===== config.mk =====
export PLATFORM = sky130hd
export DESIGN_NAME = cdb_arbiter_flat
export DESIGN_NICKNAME = d
export VERILOG_FILES = /design/src/rtl/cdb_arbiter_if.sv /design/src/rtl/cdb_arbiter.sv /design/src/flat_wrapper.sv
export SDC_FILE = /design/constraint.sdc
export NUM_CORES = 1
export LEC_CHECK = 0
export BUFFER_PORTS_ARGS = -buffer_cell sky130_fd_sc_hd__buf_4
export CORE_UTILIZATION = 45
export CTS_CLUSTER_SIZE = 30
export DETAILED_ROUTE_END_ITERATION = 16
export PLACE_DENSITY = 0.65
export RECOVER_POWER = 25
export SLEW_MARGIN = 20
export SYNTH_ARGS = -nofsm -noshare
export SYNTH_HDL_FRONTEND = slang
export SYNTH_SLANG_ARGS = --single-unit

===== constraint.sdc =====
create_clock -name clk -period 4.3 [get_ports clk]
set_clock_uncertainty 0.2 [all_clocks]
set_input_delay 0 -clock clk [delete_from_list [all_inputs] [get_ports clk]]
set_output_delay 0 -clock clk [all_outputs]
set_load 0.05 [all_outputs]

===== src/rtl/cdb_arbiter_if.sv =====
// cdb_arbiter_if: FU result inputs, buffer-ready feedback and the two registered CDB broadcast buses.
// Per-FU fields are packed flat with FU i in slice i; buses are {valid, rob, rd, result}.
interface cdb_arbiter_if #(
    parameter int PREG_WIDTH = 6,
    parameter int ROB_WIDTH  = 6
);
    localparam int NUM_FU = 3;
    localparam int BUS_W  = 1 + ROB_WIDTH + PREG_WIDTH + 32;

    logic [NUM_FU-1:0]            fu_valid;
    logic [NUM_FU*PREG_WIDTH-1:0] fu_rd;
    logic [NUM_FU*32-1:0]         fu_result;
    logic [NUM_FU*ROB_WIDTH-1:0]  fu_rob;
    logic [NUM_FU-1:0]            fu_ready;
    logic [BUS_W-1:0]             bus0;
    logic [BUS_W-1:0]             bus1;
    logic                         overflow;

    modport master (
        output fu_valid, fu_rd, fu_result, fu_rob,
        input  fu_ready, bus0, bus1, overflow
    );

    modport slave (
        input  fu_valid, fu_rd, fu_result, fu_rob,
        output fu_ready, bus0, bus1, overflow
    );
endinterface


===== src/rtl/cdb_arbiter.sv =====
// cdb_arbiter: per-FU 2-entry result FIFOs, round-robin arbitrated onto two registered CDB buses.
// Defining CDB_BYPASS_EN lets a result arriving at an empty FIFO win a bus in the same cycle.
module cdb_arbiter #(
    parameter int PREG_WIDTH = 6,
    parameter int ROB_WIDTH  = 6
) (
    input logic          clk,
    input logic          rst_n,
    cdb_arbiter_if.slave cdb
);
    localparam int NUM_FU     = 3;
    localparam int FIFO_DEPTH = 2;
    localparam int ENT_W      = ROB_WIDTH + PREG_WIDTH + 32;
    localparam int BUS_W      = 1 + ENT_W;

    function automatic logic [1:0] wrap3(input logic [2:0] v);
        logic [1:0] r;
        case (v)
            3'd0:    r = 2'd0;
            3'd1:    r = 2'd1;
            3'd2:    r = 2'd2;
            3'd3:    r = 2'd0;
            3'd4:    r = 2'd1;
            default: r = 2'd0;
        endcase
        return r;
    endfunction

    logic [ENT_W-1:0]  mem_r [NUM_FU][FIFO_DEPTH];
    logic [1:0]        count_r [NUM_FU];
    logic [NUM_FU-1:0] rd_ptr_r;
    logic [NUM_FU-1:0] wr_ptr_r;
    logic [NUM_FU-1:0] ready_r;
    logic [2:0]        rr_ptr_r;
    logic              overflow_r;
    logic [BUS_W-1:0]  bus0_r;
    logic [BUS_W-1:0]  bus1_r;

    logic [ENT_W-1:0]  in_ent_s  [NUM_FU];
    logic [ENT_W-1:0]  src_ent_s [NUM_FU];
    logic [1:0]        count_next_s [NUM_FU];
    logic [NUM_FU-1:0] push_s;
    logic [NUM_FU-1:0] drop_s;
    logic [NUM_FU-1:0] bypass_s;
    logic [NUM_FU-1:0] elig_s;
    logic [NUM_FU-1:0] grant_s;
    logic [NUM_FU-1:0] write_s;
    logic [NUM_FU-1:0] fifo_pop_s;
    logic [NUM_FU-1:0] ready_next_s;
    logic [1:0]        scan_idx_s;
    logic [1:0]        g0_idx_s;
    logic [1:0]        g1_idx_s;
    logic              g0_vld_s;
    logic              g1_vld_s;
    logic [2:0]        rr_next_s;

    // Unpack FU inputs, classify pushes/drops and decide bus eligibility per FU.
    always_comb begin
        for (int i = 0; i < NUM_FU; i++) begin
            in_ent_s[i] = {cdb.fu_rob[i*ROB_WIDTH +: ROB_WIDTH],
                           cdb.fu_rd[i*PREG_WIDTH +: PREG_WIDTH],
                           cdb.fu_result[i*32 +: 32]};
            push_s[i] = cdb.fu_valid[i] & ready_r[i];
            drop_s[i] = cdb.fu_valid[i] & ~ready_r[i];
`ifdef CDB_BYPASS_EN
            bypass_s[i] = push_s[i] & (count_r[i] == 2'd0);
`else
            bypass_s[i] = 1'b0;
`endif
            elig_s[i] = (count_r[i] != 2'd0) | bypass_s[i];
            // An empty FIFO can only be granted through the bypass, so its source is the live input.
            src_ent_s[i] = (count_r[i] == 2'd0) ? in_ent_s[i] : mem_r[i][rd_ptr_r[i]];
        end
    end

    // Round-robin scan: first eligible FU takes bus0, second takes bus1.
    always_comb begin
        g0_vld_s   = 1'b0;
        g1_vld_s   = 1'b0;
        g0_idx_s   = 2'd0;
        g1_idx_s   = 2'd0;
        scan_idx_s = 2'd0;
        for (int k = 0; k < NUM_FU; k++) begin
            scan_idx_s = wrap3(rr_ptr_r + 3'(k));
            if (elig_s[scan_idx_s] && !g0_vld_s) begin
                g0_vld_s = 1'b1;
                g0_idx_s = scan_idx_s;
            end else if (elig_s[scan_idx_s] && !g1_vld_s) begin
                g1_vld_s = 1'b1;
                g1_idx_s = scan_idx_s;
            end else begin
                g1_vld_s = g1_vld_s;
            end
        end
        if (g1_vld_s) begin
            rr_next_s = {1'b0, wrap3({1'b0, g1_idx_s} + 3'd1)};
        end else if (g0_vld_s) begin
            rr_next_s = {1'b0, wrap3({1'b0, g0_idx_s} + 3'd1)};
        end else begin
            rr_next_s = rr_ptr_r;
        end
    end

    // Per-FU FIFO update: granted bypass results skip the FIFO entirely.
    always_comb begin
        for (int i = 0; i < NUM_FU; i++) begin
            grant_s[i]         = (g0_vld_s && (g0_idx_s == 2'(i))) ||
                                 (g1_vld_s && (g1_idx_s == 2'(i)));
            write_s[i]         = push_s[i] & ~(bypass_s[i] & grant_s[i]);
            fifo_pop_s[i]      = grant_s[i] & (count_r[i] != 2'd0);
            count_next_s[i]    = count_r[i] + {1'b0, write_s[i]} - {1'b0, fifo_pop_s[i]};
            ready_next_s[i]    = (count_next_s[i] < 2'd2);
        end
    end

    // FIFO storage, pointers and counts.
    always_ff @(posedge clk or negedge rst_n) begin
        if (!rst_n) begin
            for (int i = 0; i < NUM_FU; i++) begin
                count_r[i]  <= 2'd0;
                mem_r[i][0] <= '0;
                mem_r[i][1] <= '0;
            end
            rd_ptr_r <= 3'b000;
            wr_ptr_r <= 3'b000;
            ready_r  <= 3'b111;
        end else begin
            for (int i = 0; i < NUM_FU; i++) begin
                if (write_s[i]) begin
                    mem_r[i][wr_ptr_r[i]] <= in_ent_s[i];
                    wr_ptr_r[i]           <= ~wr_ptr_r[i];
                end
                if (fifo_pop_s[i]) begin
                    rd_ptr_r[i] <= ~rd_ptr_r[i];
                end
                count_r[i] <= count_next_s[i];
            end
            ready_r <= ready_next_s;
        end
    end

    // Bus registers, round-robin pointer and sticky overflow.
    always_ff @(posedge clk or negedge rst_n) begin
        if (!rst_n) begin
            bus0_r     <= '0;
            bus1_r     <= '0;
            rr_ptr_r   <= 3'd0;
            overflow_r <= 1'b0;
        end else begin
            if (g0_vld_s) begin
                bus0_r <= {1'b1, src_ent_s[g0_idx_s]};
            end else begin
                bus0_r[BUS_W-1] <= 1'b0;
            end
            if (g1_vld_s) begin
                bus1_r <= {1'b1, src_ent_s[g1_idx_s]};
            end else begin
                bus1_r[BUS_W-1] <= 1'b0;
            end
            rr_ptr_r <= rr_next_s;
            if (|drop_s) begin
                overflow_r <= 1'b1;
            end
        end
    end

    assign cdb.fu_ready = ready_r;
    assign cdb.bus0     = bus0_r;
    assign cdb.bus1     = bus1_r;
    assign cdb.overflow = overflow_r;

endmodule


===== src/flat_wrapper.sv =====
// flat-port wrapper written by rule: the top's interface ports become plain ports
module cdb_arbiter_flat 
#(
    parameter int PREG_WIDTH = 6,
    parameter int ROB_WIDTH  = 6
)
  (clk, rst_n, cdb_fu_valid, cdb_fu_rd, cdb_fu_result, cdb_fu_rob, cdb_fu_ready, cdb_bus0, cdb_bus1, cdb_overflow);
  cdb_arbiter_if #(.PREG_WIDTH(PREG_WIDTH), .ROB_WIDTH(ROB_WIDTH)) cdb_i ();
  input logic clk;
  input logic rst_n;
  input wire logic [$bits(cdb_i.fu_valid)-1:0] cdb_fu_valid;
  input wire logic [$bits(cdb_i.fu_rd)-1:0] cdb_fu_rd;
  input wire logic [$bits(cdb_i.fu_result)-1:0] cdb_fu_result;
  input wire logic [$bits(cdb_i.fu_rob)-1:0] cdb_fu_rob;
  output wire logic [$bits(cdb_i.fu_ready)-1:0] cdb_fu_ready;
  output wire logic [$bits(cdb_i.bus0)-1:0] cdb_bus0;
  output wire logic [$bits(cdb_i.bus1)-1:0] cdb_bus1;
  output wire logic [$bits(cdb_i.overflow)-1:0] cdb_overflow;
  assign cdb_i.fu_valid = cdb_fu_valid;
  assign cdb_i.fu_rd = cdb_fu_rd;
  assign cdb_i.fu_result = cdb_fu_result;
  assign cdb_i.fu_rob = cdb_fu_rob;
  assign cdb_fu_ready = cdb_i.fu_ready;
  assign cdb_bus0 = cdb_i.bus0;
  assign cdb_bus1 = cdb_i.bus1;
  assign cdb_overflow = cdb_i.overflow;
  cdb_arbiter #(.PREG_WIDTH(PREG_WIDTH), .ROB_WIDTH(ROB_WIDTH)) u_core (.clk(clk), .rst_n(rst_n), .cdb(cdb_i));
endmodule

# Yosys cells after proc, flatten, opt, wreduce, memory -nomap -nowiden
# Index checks and enable logic that the tools add are counted.
# word_totals
word_cells	187
out_inout_bits	94
input_bits	137
regBits	373
# op_classes
bitwise	26
n_reduce_logical	35
add_sub_neg	10
n_lt_le_gt_ge	17
mux	58
eq_ne	19
# op_table
op	count
$mux 44	19
$bwmux 88	3
$bmux 44 s2	2
$demux 44 s1	3
$pmux 2 s2	5
$mux 2	8
$eq 3x1->1 const B	5
$eq 3x2->1 const B	5
$eq 3x3->1 const B	5
$logic_and 1x1->1	13
$mux 1	13
$ge 2x2->1 const B	6
$not 1->2	6
$logic_not 2->1	5
$reduce_or 2->1	5
$and 1x1->1	9
$lt 2x3->1 const B	3
$not 1->1	9
$reduce_bool 2->1	4
$add 2x1->2	3
$add 2x1->3 const B	2
$bmux 1 s2	3
$ge 3x3->1 const B	2
$lt 2x1->1 const B	3
other kinds (11)	24

# Logic depth before layout (Yosys ltp)
# depth
depth_word	21
ltp_mapped	20

# Worst setup path after synthesis
# No wires, ideal clock.
# synth_timing
path_type	register to register
startpoint	register u_core.rr_ptr_r[0]
endpoint	register u_core.count_r[3] (netlist bit)
synth_period_minus_slack_ns	3.806
stages_incl_launch_ff	20
t_arrival_ns	3.485
required_ns	3.979
path_slack_ns	0.494
path_cell_list	dfrtp_1 > inv_1 > ha_1 > o211ai_2 > a21bo_2 > nor4_2 > nand2_1 > clkbuf_1 > clkbuf_1 > nand2_1 > o21ai_0 > ha_1 > a22oi_1 > nor2_1 > ha_1 > inv_1 > ha_1 > xnor2_1 > xor2_1 > inv_1
# synth_lines
element	line	rtl
from (decl)	cdb_arbiter.sv:34	logic [2:0] rr_ptr_r;
from (signal assigned)	cdb_arbiter.sv:160	rr_ptr_r <= rr_next_s;
to (signal, indexed assignment)	cdb_arbiter.sv:136	count_r[i] <= count_next_s[i];
to (decl)	cdb_arbiter.sv:30	logic [1:0] count_r [NUM_FU];

==> flow_metrics.py <==
metrics = {
    "hold_path": {
        "min_from": "cdb_fu_result[25]",
        "whs_path_depth": 3,
        "hold_class": "in -> reg",
    },
    "global_route": {
        "globalRouteOverflowTotal": 0,
        "grt_max_degree": 99,
        "grt_usage_pct": 29.11,
        "grt_pass1_wl_um": 96230,
        "grt_pass1_vias": 15680,
        "antenna_found_initial": 0,
    },
    "routing": {
        "dr.pass1.iters": 6,
        "drt-wirelength-per-cell_um": 24.07,
        "ant_nets": 0,
        "via_per_inst": 5.963,
        "vias": 15830,
        "drt_wl_total_um": 63910,
        "route.detailed.drc": 0,
        "drt_iter0_drc": 1644,
    },
    "setup_path": {
        "crit_fanout": 8,
        "arrival_ns": 4.26,
        "cp.required_ns": 4.55,
        "end_kind": "flip-flop",
        "reg2reg_from": "u_core.rr_ptr_r[1]$_DFFE_PN0P_",
        "crit_path_start_kind": "flip-flop",
        "worstSetupPathType": "reg -> reg",
        "cp-startpoint": "u_core.rr_ptr_r[1]$_DFFE_PN0P_",
        "r2r_cells": 17,
    },
    "synthesis": {
        "async_flop_share_pct": 100.0,
        "synth_cell_types": 64,
        "syn_inst": 1774,
        "synth_area_per_cell_um2": 10.85,
        "synth_flop_cell": "dfrtp_1",
        "synth_edf_count": 0,
        "ys_top_cells_by_count": "dfrtp_1 (369), mux2_2 (264), o21ai_0 (160)",
        "yosys_warnings": 0,
        "yosysSeqAreaShare_pct": 48.40,
        "netlist_area_um2": 19240,
        "yosysTopAreaCell": "dfrtp_1",
        "synth_top_area_share_pct": 47.99,
        "synth_fp_nets": 1927,
        "ys_seq_elements": 372,
        "ys_top_cells_by_area": "dfrtp_1 (48%), mux2_2 (15%), mux2i_1 (6.9%), o21ai_0 (4.2%), nor2_1 (2.5%)",
        "synth_most_common_cell": "dfrtp_1",
    },
    "clock_tree": {
        "clockBufferDepth": 3,
        "clkSinkCount": 372,
        "cts_resized": 0,
        "clkTransAtPathRegs_ns": 0.06,
        "cts_root_buffer": "clkbuf_16",
        "cts_tree": "built",
        "post_cts_buffers": 0,
        "htreeDepth": 2,
        "cts_buffers": 43,
        "clk-insertion-delay-late_ns": 0.56,
    },
    "floorplan": {
        "num_rows": 75,
        "die-area_um2": 43590,
        "die_w_um": 208.8,
        "initial_core_util_pct": 45.77,
        "io_pins": 231,
        "die_h_um": 208.8,
        "core_area_um2": 42040,
    },
    "timing": {
        "tns_ns": 0,
        "drv_slew": 180,
        "finalSetupViolations": 0,
        "slew_headroom_pct": -56.01,
        "rsz0062_at_grt": "false",
        "period_minus_slack_ns": 4.013,
        "hold_violations": 0,
        "period_share_pct": 93.33,
        "worst_slew_pin_slew_ns": 2.340,
        "fmax_mhz": 249.2,
    },
    "status": {
        "status": "finished with violations",
        "violations": "max-capacitance violations, max-slew violations",
    },
    "cells_and_area": {
        "fillerInstances": 3540,
        "syn2layout_area_growth_pct": 25.94,
        "nets": 2239,
        "diodes": 0,
        "drive_gt1_share_pct": 30.15,
    },
    "placed_design": {
        "gp_congestion": 0.8837,
        "dp_hpwl_um": 42960,
        "portBuffers": 230,
    },
    "run": {
        "cap_viol_max_count": 2,
    },
}
## area by class of cell
class	instances	area [µm²]	area share (%)
clock buffer	69	1346	5.556
tap	539	674.4	2.783
multi-input combinational	1223	9214	38.02
sequential	372	9316	38.45
inverter	24	90.09	0.3718
timing repair buffer	422	3486	14.39
clock inverter	6	105.1	0.4337
## layout by cell type (no fill, tap or decap), types with 17 or more instances in the layout
master and n:
dfrtp_1 366, mux2_2 264, buf_4 264, o21ai_0 160
dlygate4sd3_1 140, mux2i_1 132, nor2_1 128, nand2_1 91
a21oi_1 88, clkbuf_16 45, nand3_1 38, a31oi_1 35
a22oi_1 29, o221ai_1 27, o21ai_1 26, clkbuf_1 25
o31a_1 24, inv_1 22, o21bai_1 18, a22o_1 18
a31o_1 17
## worst paths after layout
| kind | slack, ns | end |
|---|---|---|
| worst max-delay path | 0.29 | u_core.count_r[3]$_DFF_PN0_ |
| worst min-delay path | 0.03 | u_core.mem_r[245]$_DFFE_PN0P_ |
| worst max register to register | 0.29 | u_core.count_r[3]$_DFF_PN0_ |
| worst min register to register | 0.29 | u_core.cdb.bus1[30]$_DFFE_PN0P_ |
| max in group asynchronous | 0.87 | u_core.rd_ptr_r[0]$_DFFE_PN0P_ |
| min in group asynchronous | 0.84 | u_core.mem_r[4]$_DFFE_PN0P_ |
## flip-flops by register name (all words and copies together), names as in the netlist
signal and flops:
u_core.mem_r 264, u_core.cdb.bus1 45, u_core.cdb.overflow 1, u_core.rd_ptr_r 3
u_core.wr_ptr_r 3, u_core.rr_ptr_r 2, u_core.count_r 6, u_core.cdb.bus0 45
u_core.cdb.fu_ready 3
## worst max-delay path, cell delays in order, from the launching register on
cell,delay (ns)
dfrtp_1,0.40
inv_1,0.13
ha_1,0.34
o21ba_2,0.24
a21bo_2,0.23
nor4_2,0.31
nand2_2,0.16
nand2_1,0.11
o21ai_0,0.19
ha_1,0.28
a22oi_1,0.22
nor2_1,0.09
ha_1,0.33
inv_1,0.04
ha_1,0.19
xnor2_1,0.16
xor2_1,0.21
inv_1,0.06
## kinds of logic (layout without fill, tap and decap cells)
group	Yosys count	after routing	synth area share [%]
compound gates	506	506	17.17
mux	396	396	22.32
flops	372	372	48.40
simple gates	295	295	6.574
buf+inv	179	521	4.038
fa+ha+maj	16	16	1.040
xor+xnor	10	10	0.4552
## routing by layer
| layer | global-route usage, % | wire length, µm |
|---|---|---|
| met3 | 4.674 | 4165 |
| met4 | 11.51 | 2369 |
| met2 | 46.93 | 29920 |
| met1 | 39.26 | 27450 |
| met5 | 0 | 0 |
## metrics by stage
step	utilization (%)	std cells	hold WS, ns	setup slack, ns	instance area (µm²)
final	57.64	2655	0.02563	0.2870	24230
after global routing	57.64	2655	0.02671	0.01215	24230
after CTS	57.87	2655	0.0003172	0.3060	24330
after detailed placement	51.02	2439	-0.1075	0.3190	21450
after global placement	51.00	2439	-0.1134	0.3517	21440
after floorplan	-	1774	-0.4956	0.4937	19240
## timing repair
item / 4_1_cts / 5_1_grt
hold endpoints to repair: 634 / 0
hold buffers: 141 / 0
setup endpoints to repair: 0 / 0
Power is left out: the tool's default activity adds up to more than one toggle a clock period on the data nets, which glitch-free logic cannot reach.
